## src/rtl/man_pkg.sv

```systemverilog
// man_pkg: shared state encoding and frame constants for the Manchester transmit scheduler
package man_pkg;
    typedef enum logic [1:0] {
        IDLE      = 2'd0,
        LAUNCH    = 2'd1,
        WAIT_DONE = 2'd2,
        GAP       = 2'd3
    } state_t;
    localparam int C_WORD_W    = 16;
    localparam int C_FRAME_CYC = 120;
endpackage

```

## src/rtl/man_rr_arb.sv

```systemverilog
// man_rr_arb: combinational round-robin pick, first asserted request at or after ptr
module man_rr_arb #(
    parameter int N_REQ = 4
) (
    input  logic [N_REQ-1:0] req,
    input  logic [2:0]       ptr,
    output logic [N_REQ-1:0] grant,
    output logic [2:0]       idx
);
    logic [7:0] req_x;
    logic [3:0] k;
    logic       found;
    assign req_x = 8'(req);
    always_comb begin
        idx   = '0;
        found = 1'b0;
        k     = '0;
        for (int i = 0; i < N_REQ; i++) begin
            k = {1'b0, ptr} + 4'(i);
            if (k >= 4'(N_REQ)) k = k - 4'(N_REQ);
            if (!found && req_x[k[2:0]]) begin
                found = 1'b1;
                idx   = k[2:0];
            end
        end
    end
    assign grant = found ? N_REQ'(1) << idx : '0;
endmodule

```

## src/rtl/man_tx_scheduler.sv

```systemverilog
// man_tx_scheduler: round-robin launcher sharing one Manchester encoder between requesters,
// with an enforced inter-frame gap and a timeout for a missing encoder done.
module man_tx_scheduler
    import man_pkg::*;
#(
    parameter int N_REQ       = 4,
    parameter int GAP_CYC     = 16,
    parameter int TIMEOUT_CYC = 255
) (
    input  logic                      I_sys_clk,
    input  logic                      I_rst_n,
    input  logic [N_REQ-1:0]          I_req,
    input  logic [N_REQ*C_WORD_W-1:0] I_req_data,
    output logic [N_REQ-1:0]          O_grant,
    output logic                      O_enc_start,
    output logic [C_WORD_W-1:0]       O_enc_data,
    input  logic                      I_enc_done,
    output logic                      O_busy,
    output logic [2:0]                O_cur_ch,
    output logic                      O_timeout,
    output logic [7:0]                O_err_cnt,
    output logic [15:0]               O_frame_cnt
);
    state_t              state, state_nx;
    logic [2:0]          ptr, arb_idx;
    logic [N_REQ-1:0]    arb_grant, win_oh;
    logic [7:0]          gap_cnt, to_cnt;
    logic [C_WORD_W-1:0] word_sel;
    logic                to_hit;

    man_rr_arb #(.N_REQ(N_REQ)) u_arb (
        .req  (I_req),
        .ptr  (ptr),
        .grant(arb_grant),
        .idx  (arb_idx)
    );

    always_comb begin
        word_sel = '0;
        for (int i = 0; i < N_REQ; i++)
            if (arb_idx == 3'(i)) word_sel = I_req_data[i*C_WORD_W +: C_WORD_W];
    end

    assign to_hit      = to_cnt == 8'(TIMEOUT_CYC - 1);
    assign O_enc_start = state == LAUNCH;
    assign O_grant     = (state == LAUNCH) ? win_oh : '0;
    assign O_busy      = state != IDLE;

    always_ff @(posedge I_sys_clk or negedge I_rst_n)
        if (!I_rst_n) state <= IDLE;
        else          state <= state_nx;

    always_comb begin
        state_nx = state;
        case (state)
            IDLE:      state_nx = |I_req ? LAUNCH : IDLE;
            LAUNCH:    state_nx = WAIT_DONE;
            WAIT_DONE: state_nx = (I_enc_done || to_hit) ? GAP : WAIT_DONE;
            GAP:       state_nx = (gap_cnt == 8'(GAP_CYC - 1)) ? IDLE : GAP;
            default:   state_nx = IDLE;
        endcase
    end

    // The winner is captured once in IDLE; later req changes cannot alter the launch.
    always_ff @(posedge I_sys_clk or negedge I_rst_n) begin
        if (!I_rst_n) begin
            ptr         <= '0;
            win_oh      <= '0;
            O_cur_ch    <= '0;
            O_enc_data  <= '0;
            gap_cnt     <= '0;
            to_cnt      <= '0;
            O_timeout   <= 1'b0;
            O_err_cnt   <= '0;
            O_frame_cnt <= '0;
        end else begin
            gap_cnt   <= (state == GAP) ? gap_cnt + 8'd1 : '0;
            to_cnt    <= (state == WAIT_DONE) ? to_cnt + 8'd1 : '0;
            O_timeout <= (state == WAIT_DONE) && to_hit && !I_enc_done;
            if (state == IDLE && |I_req) begin
                win_oh     <= arb_grant;
                O_cur_ch   <= arb_idx;
                O_enc_data <= word_sel;
            end
            if (state == LAUNCH) ptr <= (O_cur_ch == 3'(N_REQ - 1)) ? '0 : O_cur_ch + 3'd1;
            if (state == WAIT_DONE && I_enc_done) O_frame_cnt <= O_frame_cnt + 16'd1;
            if (state == WAIT_DONE && to_hit && !I_enc_done && O_err_cnt != 8'hFF)
                O_err_cnt <= O_err_cnt + 8'd1;
        end
    end
endmodule
```

## config.mk

```make
export PLATFORM = sky130hd
export DESIGN_NAME = man_tx_scheduler
export DESIGN_NICKNAME = d
export VERILOG_FILES = /design/src/rtl/man_pkg.sv /design/src/rtl/man_rr_arb.sv /design/src/rtl/man_tx_scheduler.sv
export SDC_FILE = /design/constraint.sdc
export NUM_CORES = 1
export LEC_CHECK = 0
export ABC_AREA = 1
export BUFFER_PORTS_ARGS = -buffer_cell sky130_fd_sc_hd__buf_2
export CORE_ASPECT_RATIO = 1.2
export CORE_MARGIN = 2
export CORE_UTILIZATION = 39
export DETAILED_ROUTE_END_ITERATION = 10
export SYNTH_ARGS = -nofsm -noshare
export SYNTH_HDL_FRONTEND = slang
export SYNTH_SLANG_ARGS = --single-unit
```

## constraint.sdc

```tcl
create_clock -name I_sys_clk -period 2.5 [get_ports I_sys_clk]
set_clock_uncertainty 0.15 [all_clocks]
set_input_delay 0.625 -clock I_sys_clk [delete_from_list [all_inputs] [get_ports I_sys_clk]]
set_output_delay 0.625 -clock I_sys_clk [all_outputs]
set_load 0.1 [all_outputs]
```

==> run_results.csv, run 1 <==
group,metric,value,unit
status,status,"completed",
synthesis,ys_ff_latch,69,
worst_setup_path,cp_cell_sequence,"nor2_4, inv_1, nor2_4, buf_4",
cts,cts.sinks,69,
run,cap_violations,0,
sta,setup_violations,0,
cts,cts_made_buffers,9,
layout,layout_common_cells,"buf_2 (116), nand2_1 (112), dfrtp_1 (69)",
cts,cts_hold_buf,0,
synthesis,synth_edf_count,0,
power_and_ir_drop,p_per_area,1530,mW/mm2
cts,path_clk_slew,0.06,ns
synthesis,syn_inst,478,
worst_setup_path,worst_path_most_repeated_cell,"nor2_4",
detailed_routing,antenna_left,0,
die,start_util,40.1,%
sta,worstMarginPinSlew,0.643,ns
die,core_area,0.00956,mm2
grt,grt_pass1_wl,16.7,mm
synthesis,postSynthAreaPerCell,8.02,um2
power_and_ir_drop,power,0.00773,W
die,die_w,94.5,um
power_and_ir_drop,power_frac_seq,20.4,%
sta,fin_crit,2.42,ns
power_and_ir_drop,internal_power,0.00352,W
layout,finalCoreUtilization,52.8,%
worst_setup_path,cp_num_buf_inv,2,
sta,relSlewSlack,57.1,%
place,gp_congestion,0.872,
detailed_routing,drtIter0Drc,132,
worst_setup_path,crit_type,"flop to output pin",
place,dp_hpwl,7.46,mm
die,rows,39,
cts,cts_max_level,3,
synthesis,syn_nets,557,
sta,hold_viol_final,0,
sta,worst_hold_slack,0.131,ns
detailed_routing,dr.pass1.iters,4,
layout,area_growth,31.7,%
synthesis,synth_area_leaders,"dfrtp_1 (45%), nand2_1 (11%), nand3_1 (7.3%)",
worst_setup_path,reg2reg_from,"ptr[0]$_DFFE_PN0P_",
sta,fmax,413,MHz
layout,final_common_cell,"buf_2",
grt,grt_max_degree,70,
sta,period_share,96.8,%
power_and_ir_drop,power_frac_clock,15.1,%
sta,fin_setup_tns,0,ns
synthesis,yosys_warnings,0,
layout,fill_cells,937,
worst_setup_path,slowest_stage,"dfrtp_1",
synthesis,seq_area_frac_synth,45.0,%
layout,fin_area,0.00505,mm2
detailed_routing,routed_wl,9.99,mm
hold_path,hp-class,"input pin to asynchronous set/reset pin",
grt,globalRoute.totalOverflow,0,
sta,rsz0062_at_grt,"true",
layout,layout-drive-gt1-share,30.7,%
power_and_ir_drop,power_leakage,2.78,nW
layout,n_antenna_cell,0,
die,top_level_ports,121,
worst_setup_path,start_kind,"flop",
place,placed_area,0.00471,mm2
worst_setup_path,cp-startpoint,"state[1]$_DFF_PN0_",
detailed_routing,vias_per_cell,4.89,
cts,root_buffer,"clkbuf_16",
grt,grt_pass1_vias,3550,
cts,cts_buffer_depth,2,
worst_setup_path,crit_fanout,8,
die,die_y,113,um
worst_setup_path,worst_path_largest_cell_delay,0.44,ns
power_and_ir_drop,ir_drop,0.657,mV
detailed_routing,wire_per_inst,13.5,um
place,portBuffers,120,
sta,slew_violations,0,
die,dieArea,0.0106,mm2
cts,clock_latency,0.34,ns
synthesis,yosysTopAreaCellShare,45.0,%
detailed_routing,num_vias,3626,
synthesis,async_reset_ff_share,100,%
grt,grt_use_total,20.1,%
cts,tritoncts,"yes",
worst_setup_path,end_kind,"output pin",
synthesis,synthesis.area,0.00383,mm2
layout,fin_nets,693,
power_and_ir_drop,switchingPower,0.00421,W
power_and_ir_drop,sw_frac_of_total,54.5,%
detailed_routing,post-route-drc-count,0,
synthesis,synthDistinctLibCells,40,
worst_setup_path,required,1.73,ns
synthesis,ys.flop_type,"dfrtp_1",
worst_setup_path,crit_family,"buffers and inverters",
power_and_ir_drop,combinationalPowerShare,64.5,%
synthesis,synth_area_leader_cell,"dfrtp_1",
grt,grt_antenna_before_repair,0,
worst_setup_path,arrival,1.65,ns
==> worst register-to-register path, stage by stage (launching register included) <==
cell and delay [ns]:
dfrtp_1 0.42, buf_4 0.19, ha_1 0.19, nand4_1 0.10
nand3_2 0.12, nand3_1 0.11, inv_1 0.05, nand3_1 0.09
nand2_2 0.11, buf_12 0.17, nor2_4 0.23, nand2_1 0.08
nand3_1 0.08, nand2_1 0.05, nand2_1 0.05
==> area by class of cell <==
class                           count  area (um2)  share of cell area, %
Multi-Input combinational cell    337        1850                   36.6
Inverter                           60         233                   4.61
Clock buffer                        9         225                   4.46
Tap cell                          123         154                   3.05
Timing Repair Buffer              137         813                   16.1
Sequential cell                    69        1730                   34.2
Clock inverter                      7        51.3                   1.02
==> worst paths after layout <==
| kind | cells past startpoint | endpoint | slack, ns |
|---|---|---|---|
| setup / recovery | 4 | O_grant[0] | 0.08 |
| hold / removal | 2 | O_enc_data[10]$_DFFE_PN0P_ | 0.13 |
| setup reg to reg | 14 | O_enc_data[7]$_DFFE_PN0P_ | 0.22 |
| hold reg to reg | 1 | gap_cnt[0]$_DFF_PN0_ | 0.31 |
| max in group asynchronous | 2 | O_enc_data[4]$_DFFE_PN0P_ | 1.74 |
| min in group I_sys_clk | 1 | gap_cnt[0]$_DFF_PN0_ | 0.31 |
==> power groups by stage <==
stage               combinational, W  sequential, W  clock (W)
floorplan                    0.00249        0.00279          0
global placement             0.00471        0.00159          0
detailed placement           0.00475        0.00160          0
CTS                          0.00476        0.00158    0.00120
global route                 0.00542        0.00162    0.00125
finish                       0.00498        0.00158    0.00117
==> metrics by stage <==
step,cells,setup slack (ns)
final,742,0.0790
after global routing,742,-0.0106
after CTS,738,0.0756
after detailed placement,722,0.102
after global placement,722,0.157
after floorplan,478,-0.161
==> registers in the layout, indices dropped and copies added (netlist names) <==
signal / count
to_cnt: 8
O_frame_cnt: 16
ptr: 3
state: 2
O_timeout: 1
O_cur_ch: 3
O_err_cnt: 8
gap_cnt: 8
O_enc_data: 16
win_oh: 4
==> Yosys cell counts (7+ instances only) <==
master / n
a21oi_1: 9
dfrtp_1: 69
ha_1: 8
inv_1: 55
nand2_1: 112
nand2_2: 7
nand3_1: 56
nand4_1: 11
nor2_1: 32
nor3_1: 8
o21ai_0: 27
o21ai_1: 14
xnor2_1: 12
xor2_1: 9
==> logic make-up after synthesis <==
logic type	Yosys count	share of synthesized area, %
XOR/XNOR	21	4.80
flip-flops	69	45.0
multiplexers	1	0.294
buffers and inverters	73	8.35
AND/OR/NAND/NOR	251	31.4
adder cells (fa/ha/maj)	8	2.61
AO/OA/AOI/OAI	55	7.50
==> timing repair <==
item / 4_1_cts / 5_1_grt
cloned: 0 / 1
gates resized for setup: 3 / 3
endpoints found under the setup margin: 3 / 20
setup buffers: 0 / 3
pin swaps: 0 / 2
==> per-layer routing <==
metal / track usage, % / vias to the layer above / part of all wire, %
met1: 25.3 / 1705 / 43
met3: 5.37 / 15 / 5.6
met2: 33.1 / 81 / 49
met4: 6.96 / 0 / 1.8
met5: 0 / - / 0
li1: - / 1825 / -
Note: power is estimated with default switching activity, not from simulation.
==> run 2: changes to the inputs <==
- CORE_UTILIZATION: 39 -> 51
- PLACE_DENSITY: unset -> 0.8
==> run 2 against run 1 <==
Clock power decreased by 28%; core utilization increased by 14 points; critical path type unchanged; highest routed layer unchanged; sequential power is essentially flat.
==> run_results.csv, run 2 (synthesis results as in run 1) <==
group,metric,value,unit
sta,setup_violations,0,
place,portBuffers,120,
power_and_ir_drop,p_per_area,1480,mW/mm2
power_and_ir_drop,internal_power,0.00309,W
worst_setup_path,crit_fanout,8,
grt,grt_use_met1,30.5,%
grt,grt_max_degree,70,
layout,n_antenna_cell,0,
place,gp_congestion,0.963,
die,die_y,99.0,um
worst_setup_path,slowest_stage,"dfrtp_1",
die,core_area,0.00727,mm2
worst_setup_path,arrival,1.62,ns
sta,worstMarginPinSlew,0.515,ns
hold_path,hp-class,"input pin to asynchronous set/reset pin",
layout,area_growth,27.1,%
sta,period_share,95.9,%
detailed_routing,vias_per_cell,5.24,
detailed_routing,num_vias,3681,
cts,path_clk_slew,0.07,ns
sta,hold_viol_final,0,
cts,cts.sinks,69,
detailed_routing,drtIter0Drc,176,
run,cap_violations,0,
layout,layout-drive-gt1-share,29.7,%
detailed_routing,dr.pass1.iters,6,
grt,grt_pass1_wl,16.2,mm
grt,globalRoute.totalOverflow,0,
sta,slew_violations,0,
power_and_ir_drop,power_frac_clock,11.7,%
detailed_routing,wire_per_inst,13.5,um
die,die_w,83.2,um
cts,cts_made_buffers,9,
grt,grt_use_total,24.4,%
worst_setup_path,cp_cell_sequence,"nor2_4, inv_1, nor2_4, buf_4",
die,start_util,52.7,%
layout,finalCoreUtilization,67.0,%
power_and_ir_drop,power_frac_seq,21.9,%
power_and_ir_drop,power_leakage,2.71,nW
worst_setup_path,worst_path_largest_cell_delay,0.44,ns
cts,root_buffer,"clkbuf_8",
status,status,"completed",
layout,fin_area,0.00487,mm2
cts,clock_latency,0.34,ns
die,top_level_ports,121,
cts,cts_max_level,3,
detailed_routing,antenna_left,0,
grt,met3_usage,5.11,%
grt,top_usage_layer,"met2",
grt,grtUsageMet2,40.3,%
power_and_ir_drop,combinationalPowerShare,66.4,%
power_and_ir_drop,ir_drop,1.16,mV
sta,fmax,417,MHz
detailed_routing,post-route-drc-count,0,
die,rows,34,
detailed_routing,routed_wl,9.48,mm
worst_setup_path,crit_type,"flop to output pin",
worst_setup_path,required,1.73,ns
layout,fin_nets,687,
cts,cts_buffer_depth,2,
worst_setup_path,crit_family,"buffers and inverters",
sta,fin_crit,2.40,ns
layout,top_regs,"O_enc_data (16), O_frame_cnt (16)",
worst_setup_path,end_kind,"output pin",
cts,tritoncts,"yes",
die,dieArea,0.00823,mm2
place,placed_area,0.00462,mm2
worst_setup_path,start_kind,"flop",
power_and_ir_drop,sw_frac_of_total,57.2,%
grt,grt_antenna_before_repair,0,
layout,final_common_cell,"buf_2",
grt,grt_pass1_vias,3561,
layout,layout_common_cells,"buf_2 (116), nand2_1 (112), dfrtp_1 (69)",
worst_setup_path,cp_num_buf_inv,2,
sta,relSlewSlack,65.9,%
worst_setup_path,worst_path_most_repeated_cell,"nor2_4",
power_and_ir_drop,switchingPower,0.00412,W
place,dp_hpwl,7.25,mm
-- run 2: final cells by class --
cell class              instances  area (um2)
clock buffers                  12         165
well taps                      90         113
fillers                       622        2400
repair buffers                132         754
inverters                      60         243
multi-input cells             336        1850
flip-flops and latches         69        1730
clock inverters                 3        20.0
-- run 2: stage by stage --
step	worst slack (ns)	TNS [ns]	power (W)	hold slack [ns]	instances
floorplan	-0.161	-0.589	0.00527	0.179	478
global placement	0.151	0	0.00603	0.304	686
detailed placement	0.0514	0	0.00612	0.311	686
CTS	0.0442	0	0.00699	0.149	701
global route	-0.00861	-0.00861	0.00769	0.179	702
finish	0.104	0	0.00721	0.142	702
-- run 2: worst paths after layout --
check	start	to	slack (ns)	cells after the start
setup / recovery	state[1]$_DFF_PN0_	O_grant[0]	0.10	4
hold / removal	I_rst_n	O_enc_data[10]$_DFFE_PN0P_	0.14	2
setup reg to reg	ptr[0]$_DFFE_PN0P_	O_enc_data[13]$_DFFE_PN0P_	0.18	13
hold reg to reg	gap_cnt[0]$_DFF_PN0_	gap_cnt[0]$_DFF_PN0_	0.32	1
max in group asynchronous	I_rst_n	gap_cnt[6]$_DFF_PN0_	1.77	2
min in group I_sys_clk	gap_cnt[0]$_DFF_PN0_	gap_cnt[0]$_DFF_PN0_	0.32	1
-- run 2: repair_timing --
action                     in CTS  in global routing
pin swaps                       0                  4
hold endpoints to repair        0                  0
buffers inserted                0                  1
setup endpoints to repair       3                 16
hold buffers                    0                  0
gates resized for setup         3                 15
-- run 2: power by group through the flow --
| stage | Sequential, W | Clock [W] | Combinational (W) |
|---|---|---|---|
| floorplan | 0.00279 | 0 | 0.00249 |
| global placement | 0.00158 | 0 | 0.00445 |
| detailed placement | 0.00159 | 0 | 0.00453 |
| CTS | 0.00158 | 0.000864 | 0.00455 |
| global route | 0.00161 | 0.000905 | 0.00518 |
| finish | 0.00158 | 0.000843 | 0.00479 |
-- run 2: routing by layer --
layer | share of wire [%] | wire length, um
met4 | 3.7 | 353
met1 | 41 | 3930
met2 | 49 | 4690
met5 | 0 | 0
met3 | 5.4 | 509
==> run 3: changes to the inputs <==
- CTS_BUF_LIST: unset -> sky130_fd_sc_hd__clkbuf_16
==> run 3 against run 2 <==
Critical path depth is 14 higher; largest cell class unchanged; global-route usage barely moved; cell count increased by 1.0%; maximum frequency is 0.71% higher; via count rose by 0.33%; combinational power is 7.1% higher; highest routed layer unchanged; register-to-register slack worse by 0.06 ns; clock power grew 30%.
==> run_results.csv, run 3 (synthesis results as in run 1) <==
group,metric,value,unit
worst_setup_path,worst_path_most_repeated_cell,"nand2_1",
detailed_routing,vias_per_cell,5.21,
worst_setup_path,r2r_setup_slack,0.12,ns
cts,cts_max_level,3,
die,rows,34,
worst_setup_path,crit_fanout,7,
cts,cts_made_buffers,9,
hold_path,hp-class,"input pin to asynchronous set/reset pin",
grt,grt_use_total,24.4,%
place,gp_congestion,0.963,
sta,hold_viol_final,0,
grt,grt_max_degree,70,
worst_setup_path,end_kind,"flop",
die,start_util,52.7,%
grt,grt_pass1_wl,16.2,mm
sta,worstMarginPinSlew,0.515,ns
worst_setup_path,arrival,2.50,ns
die,die_w,83.2,um
grt,globalRoute.totalOverflow,0,
cts,path_clk_slew,0.05,ns
sta,fin_setup_tns,0,ns
power_and_ir_drop,power_leakage,2.78,nW
worst_setup_path,worst_path_largest_cell_delay,0.37,ns
cts,cts_buffer_depth,2,
sta,fin_crit,2.38,ns
worst_setup_path,required,2.62,ns
cts,cts.sinks,69,
worst_setup_path,cp_cell_sequence,"buf_4, inv_6, ha_4, inv_2, nand3_1, nand2_1, nor2_2, nand3_2, nand2_1, nor2_2, nand2_4, buf_4, nor2_8, buf_6, nand2_1, nand3_1, nand2_1, nand2_1",
run,cap_violations,0,
die,dieArea,0.00823,mm2
worst_setup_path,crit_type,"flop to flop",
worst_setup_path,slowest_stage,"dfrtp_1",
detailed_routing,routed_wl,9.77,mm
place,portBuffers,120,
sta,setup_violations,0,
layout,layout_common_cells,"buf_2 (116), nand2_1 (112), dfrtp_1 (69)",
die,die_y,99.0,um
sta,slew_violations,0,
layout,final_common_cell,"buf_2",
die,core_area,0.00727,mm2
place,dp_hpwl,7.25,mm
worst_setup_path,start_kind,"flop",
detailed_routing,dr.pass1.iters,5,
detailed_routing,antenna_left,0,
layout,top_regs,"O_enc_data (16), O_frame_cnt (16)",
cts,tritoncts,"yes",
sta,fmax,420,MHz
cts,cts_hold_buf,0,
die,top_level_ports,121,
detailed_routing,num_vias,3693,
status,status,"completed",
detailed_routing,drtIter0Drc,231,
power_and_ir_drop,ir_drop,1.17,mV
power_and_ir_drop,p_per_area,1560,mW/mm2
sta,relSlewSlack,65.9,%
layout,area_growth,30.9,%
cts,clock_latency,0.33,ns
detailed_routing,post-route-drc-count,0,
layout,fin_nets,694,
power_and_ir_drop,power,0.00780,W
grt,grt_pass1_vias,3562,
layout,n_antenna_cell,0,
layout,layout-drive-gt1-share,30.4,%
cts,root_buffer,"clkbuf_16",
grt,grt_antenna_before_repair,0,
detailed_routing,wire_per_inst,13.8,um
sta,period_share,95.2,%
## run 3: cell types whose count changed in the layout (fill, tap and decap cells not counted), moves of 3 or more
cell       previous run  this run
clkinv_1              0         3
clkbuf_16             0         9
clkbuf_8             12         0
buf_4                11        16
## run 3: path summary, 6_finish.rpt
kind / startpoint / end / cells past startpoint
max: ptr[0]$_DFFE_PN0P_ / O_enc_data[2]$_DFFE_PN0P_ / 18
min: I_rst_n / O_enc_data[10]$_DFFE_PN0P_ / 2
max reg2reg: ptr[0]$_DFFE_PN0P_ / O_enc_data[2]$_DFFE_PN0P_ / 18
min reg2reg: gap_cnt[0]$_DFF_PN0_ / gap_cnt[0]$_DFF_PN0_ / 1
max in group asynchronous: I_rst_n / gap_cnt[6]$_DFF_PN0_ / 2
min in group I_sys_clk: gap_cnt[0]$_DFF_PN0_ / gap_cnt[0]$_DFF_PN0_ / 1
## run 3: repair_timing
action,4_1_cts,5_1_grt
setup endpoints to repair,3,16
pin swaps,0,4
gates resized for setup,3,15
buffers inserted,0,8
## run 3: layout make-up
class | count | area, um2
Clock inverter | 6 | 31.3
Fill cell | 595 | 2260
Clock buffer | 9 | 225
Tap cell | 90 | 113
Inverter | 60 | 243
Timing Repair Buffer | 139 | 823
Multi-Input combinational cell | 336 | 1860
Sequential cell | 69 | 1730
## run 3: power breakdown
part / internal, W / switching (W)
Sequential: 0.00138 / 0.000187
Combinational: 0.00150 / 0.00363
Clock: 0.000652 / 0.000449
## run 3: stage by stage
step / hold slack [ns] / area, um2 / std cells / utilization (%) / worst slack, ns
global route: 0.200 / 5020 / 709 / 69.0 / -0.0221
detailed placement: 0.311 / 4620 / 686 / 63.5 / 0.0514
CTS: 0.174 / 4880 / 701 / 67.1 / 0.0491
floorplan: 0.179 / 3870 / 478 / - / -0.161
global placement: 0.304 / 4620 / 686 / 63.5 / 0.151
finish: 0.163 / 5020 / 709 / 69.0 / 0.121
## run 3: worst max-delay path, delay by kind of cell, from the launching register on
kind / cells / cell delay [ns]
adders and majority gates: 1 / 0.21
and+or+nand+nor: 12 / 1.02
DFF: 1 / 0.37
buffers and inverters: 5 / 0.59
## run 3: layer usage
| layer | wire length (um) | global-route usage, % |
|---|---|---|
| met3 | 548 | 6.20 |
| met5 | 0 | 0 |
| met4 | 307 | 11.0 |
| met1 | 4030 | 30.3 |
| met2 | 4880 | 40.3 |
